### config.mk
export PLATFORM = sky130hd
export DESIGN_NAME = gf180mcu_fd_sc_mcu7t5v0__nandn_pipe
export DESIGN_NICKNAME = d
export VERILOG_FILES = /design/src/rtl/gf180mcu_fd_sc_mcu7t5v0__nandn_pipe.sv
export SDC_FILE = /design/constraint.sdc
export NUM_CORES = 1
export LEC_CHECK = 0
export ABC_AREA = 1
export CAP_MARGIN = 20
export CORE_AREA = 5 5 42 44
export CTS_CLUSTER_SIZE = 10
export DETAILED_ROUTE_END_ITERATION = 10
export DIE_AREA = 0 0 47 49
export PLACE_DENSITY = 0.67
export SETUP_SLACK_MARGIN = 0.3
export SLEW_MARGIN = 20
export SYNTH_ARGS = -nofsm -noshare
export SYNTH_HDL_FRONTEND = slang
export SYNTH_SLANG_ARGS = --single-unit
export TNS_END_PERCENT = 10
### constraint.sdc
create_clock -name CLK -period 1 [get_ports CLK]
set_input_delay 0.2 -clock CLK [delete_from_list [all_inputs] [get_ports CLK]]
set_output_delay 0.2 -clock CLK [all_outputs]
set_load 0.005 [all_outputs]
### src/rtl/gf180mcu_fd_sc_mcu7t5v0__nandn_pipe.sv
// Multi-channel WIDTH-input NAND with the AND tree split over STAGES registers and valid/ready flow control.
// Optional one-entry input skid buffer: define GF180MCU_FD_SC_MCU7T5V0_NANDN_PIPE_SKID_EN.
module gf180mcu_fd_sc_mcu7t5v0__nandn_pipe #(
  parameter int unsigned WIDTH    = 4,
  parameter int unsigned CHANNELS = 2,
  parameter int unsigned STAGES   = 2
) (
`ifdef USE_POWER_PINS
  inout  logic                         VDD,
  inout  logic                         VSS,
`endif
  input  logic                         CLK,
  input  logic                         RST,
  input  logic [CHANNELS*WIDTH-1:0]    A,
  input  logic                         VLD_I,
  output logic                         RDY_O,
  output logic [CHANNELS-1:0]          ZN,
  output logic                         VLD_O,
  input  logic                         RDY_I
);

  localparam int unsigned DEPTH = $clog2(WIDTH);
  localparam int unsigned NREG  = (STAGES > 1) ? STAGES - 1 : 1;

  typedef logic [CHANNELS-1:0][WIDTH-1:0] terms_t;

  // Term j of the result ANDs input terms j*2^k .. j*2^k+2^k-1; slots with no source stay 1.
  function automatic terms_t reduce_terms(input terms_t t, input int unsigned k);
    terms_t r;
    for (int unsigned c = 0; c < CHANNELS; c++) begin
      for (int unsigned j = 0; j < WIDTH; j++) begin
        r[c][j] = 1'b1;
        for (int unsigned i = 0; i < WIDTH; i++) begin
          if ((i >> k) == j) r[c][j] = r[c][j] & t[c][i];
        end
      end
    end
    return r;
  endfunction

  terms_t              in_d;
  logic                in_v;
  logic [STAGES:0]     rdy;
  logic [STAGES-1:0]   v;
  logic [STAGES:0]     v_chain;
  logic                ready_acc;
  terms_t              part_q [NREG];

`ifdef GF180MCU_FD_SC_MCU7T5V0_NANDN_PIPE_SKID_EN
  logic   skid_free;
  terms_t skid_d;

  // While the skid holds an entry it has priority into stage 0 and new input is refused.
  assign in_v  = ~skid_free | VLD_I;
  assign in_d  = skid_free ? terms_t'(A) : skid_d;
  assign RDY_O = skid_free;

  always_ff @(posedge CLK or posedge RST) begin
    if (RST) begin
      skid_free <= 1'b1;
      skid_d    <= '0;
    end else if (skid_free) begin
      if (VLD_I && !rdy[0]) begin
        skid_free <= 1'b0;
        skid_d    <= terms_t'(A);
      end
    end else if (rdy[0]) begin
      skid_free <= 1'b1;
    end
  end
`else
  assign in_v  = VLD_I;
  assign in_d  = terms_t'(A);
  assign RDY_O = rdy[0];
`endif

  // rdy[s] is high when any stage at or after s is empty, or the sink is ready.
  always_comb begin
    rdy[STAGES] = RDY_I;
    ready_acc   = RDY_I;
    for (int unsigned i = 0; i < STAGES; i++) begin
      ready_acc            = ready_acc | ~v[STAGES-1-i];
      rdy[STAGES-1-i]      = ready_acc;
    end
  end

  assign v_chain = {v, in_v};
  assign VLD_O   = v_chain[STAGES];

  always_ff @(posedge CLK or posedge RST) begin
    if (RST) begin
      v <= '0;
    end else begin
      for (int unsigned s = 0; s < STAGES; s++) begin
        if (rdy[s]) v[s] <= v_chain[s];
      end
    end
  end

  for (genvar s = 0; s < STAGES; s++) begin : g_stage
    terms_t src;

    if (s == 0) begin : g_src_in
      assign src = in_d;
    end else begin : g_src_reg
      assign src = part_q[s-1];
    end

    if (s < STAGES - 1) begin : g_part
      // Tree levels are spread evenly; stages past the tree depth reduce by 0 levels (pure delay).
      localparam int unsigned SHIFT = ((s + 1) * DEPTH) / STAGES - (s * DEPTH) / STAGES;

      always_ff @(posedge CLK or posedge RST) begin
        if (RST) begin
          part_q[s] <= '0;
        end else if (rdy[s] && v_chain[s]) begin
          part_q[s] <= reduce_terms(src, SHIFT);
        end
      end
    end else begin : g_last
      always_ff @(posedge CLK or posedge RST) begin
        if (RST) begin
          ZN <= '1;
        end else if (rdy[s] && v_chain[s]) begin
          for (int unsigned c = 0; c < CHANNELS; c++) begin
            ZN[c] <= ~&src[c];
          end
        end
      end
    end
  end

endmodule
==> impl_metrics.tcl <==
set metrics [dict create \
    status "finished with violations" \
    violations "negative setup slack" \
    cts_made_buffers 3 \
    top_layer "met3" \
    hold_path_class "in -> async" \
    synth_top_area_share 0.4389 \
    n_antenna_cell 0 \
    ys_ff_latch 9 \
    cts_tree "yes" \
    holdWs_ns 0.2006 \
    reg2reg_from "v[1]" \
    dr.pass1.iters 2 \
    yosysUniqueCellTypes 9 \
    synth.most_common_cell "nand2_1" \
    pwr_density_cell_nw_per_um2 1587 \
    place_ws_ns -0.5108 \
    track_usage 0.07660 \
    cp-endpoint "RDY_O" \
    skew_ns 0.004289 \
    required_ns 0.80 \
    drtIter0Drc 3 \
    critPathLaunchType "register" \
    min_period_ns 1.111 \
    grt_pass1_wl_um 1166 \
    die_h_um 49 \
    io_pins 16 \
    synth_ff_type "dfrtp_1" \
    synth_edf_count 0 \
    area_growth_pct 54.23 \
    cp-startpoint "v[1]" \
    clk_path_buf_depth 2 \
    finalWirelength_um 751 \
    viasPerCell 4.000 \
    crit_fanout 2 \
    die_w_um 47 \
    reg2regPathDepth 7 \
    syn_area_um2 399.1 \
    fillers 153 \
    wl_met3_um 93 \
    grt_max_degree 10 \
    max_freq_mhz 900.1 \
    route.vias.total 340 \
    tightest_slew_ns 0.3425 \
    met2_length_um 353 \
    finalHoldViolCount 0 \
    clockRootBuffer "clkbuf_4" \
    rrSetupSlack_ns -0.06 \
    timing.final.ws_setup_ns -0.1110 \
    gp_congestion 0.6827 \
    r2r_end "g_stage[1].src[5]" \
    syn-num-nets 59 \
    yosysSeqAreaShare 0.5705 \
    post-route-period-util 1.111 \
    syn_inst 47 \
    htreeDepth 1 \
    slew_headroom 0.7714 \
    final_util 0.4393 \
    vdd_drop_max_v 0.0005980 \
    avgRoutedWirePerCell_um 8.835 \
    core_area_um2 1401 \
    met1Wirelength_um 304 \
    synth.largest_area_cell "dfrtp_1" \
    final_nets 82 \
    grt_overflow 0 \
    clkTransAtPathRegs_ns 0.06 \
    portBuffers 15 \
    avgSynthCellArea_um2 8.492 \
    cts.sinks 9 \
    initial_utilization 0.2848 \
    dieArea_um2 2303 \
    yosysWarningCount 0 \
    critPathKind "reg -> out" \
    drcViolationCount 0 \
    critPathCaptureType "output port" \
    layout-drive-gt1-share 0.2029 \
    drv_slew 0 \
    synth_commonest_cells "nand2_1, dfrtp_1, inv_1" \
    insertion_delay_ns 0.26 \
    power.leakage_uw 0.0003303 \
    antenna_found_initial 0 \
    cp.arrival_ns 0.91 \
    rows 14 \
    async_flop_share 1.000 \
    cap_viol_max_count 0 \
    setup_viol 10 \
    ant_nets 0 \
    rsz0062_at_grt "yes" \
    first_global_vias 309 \
    ys_top_cells_by_area "dfrtp_1, nand2_1, dfstp_2, inv_1, nand3_1" \
]
## layer usage
layer / vias to the layer above / GRT usage
met1: 139 / 0.08090
met2: 15 / 0.1018
met4: 0 / 0.06912
met3: 0 / 0.04428
met5: - / 0
li1: 186 / -
## where the power goes
| part | total (uW) | switching [uW] | internal [uW] |
|---|---|---|---|
| Combinational | 232 | 101 | 132 |
| Clock | 279 | 125 | 154 |
| Sequential | 466 | 29.9 | 436 |
## worst max-delay path, cell delays in order, from the launching register on
cell and delay, ns:
dfrtp_1 0.38, buf_6 0.12, nand3_4 0.06, buf_6 0.09
## worst min path at each step
stage | start | endpoint | slack, ns | depth (start not counted)
after floorplan | RST | g_stage[1].src[0] | 0.03 | 1
after CTS | RST | g_stage[1].src[1] | 0.21 | 2
final | RST | g_stage[1].src[1] | 0.20 | 2
after detailed placement | g_stage[1].src[2] | g_stage[1].src[2] | 0.45 | 2
after global routing | RST | g_stage[1].src[1] | 0.24 | 2
after global placement | g_stage[1].src[2] | g_stage[1].src[2] | 0.45 | 2
## sequential cells by signal, summed over array words and instances, names as in the netlist
| name | count |
|---|---|
| ZN | 2 |
| g_stage.src | 5 |
| v | 2 |
## cell usage in the layout, fill, tap and decap left out
cell type,instances
buf_2,2
buf_4,1
buf_6,3
clkbuf_1,1
clkbuf_4,3
clkdlybuf4s50_1,11
dfrtp_1,7
dfstp_2,2
dlygate4sd2_1,1
inv_1,6
inv_2,1
nand2_1,21
nand2_4,1
nand3_1,4
nand3_4,1
nor2_1,2
o21ai_1,2
## cell type report
cell class                      instances  area (um2)  share of cell area
Clock buffer                            4       26.28             0.04268
Inverter                                7       26.28             0.04268
Multi-Input combinational cell         31       145.1              0.2358
Sequential cell                         9       227.7              0.3699
Timing Repair Buffer                   18       170.2              0.2764
Tap cell                               16       20.02             0.03252
## per-stage QoR
step / setup TNS (ns) / total power (uW) / std cells / cell area, um2
after floorplan: 0 / 566.9 / 47 / 399.1
after global placement: -2.694 / 701.4 / 79 / 576.8
after detailed placement: -2.813 / 706.9 / 79 / 576.8
after CTS: -0.6889 / 998.2 / 85 / 615.6
after global routing: -1.140 / 1046 / 85 / 615.6
final: -0.5969 / 976.7 / 85 / 615.6
## what timing repair did
item	4_1_cts	5_1_grt
resized for setup	17	0
hold buffers	0	0
endpoints found under the setup margin	13	13
buffers inserted	2	0
## cells by family after synthesis
| logic type | share of synthesized area |
|---|---|
| AOI/OAI and AO/OA | 0.02508 |
| DFF | 0.5705 |
| buffers and inverters | 0.06584 |
| and+or+nand+nor | 0.3386 |
No activity file was read; power rests on OpenSTA's default activity.
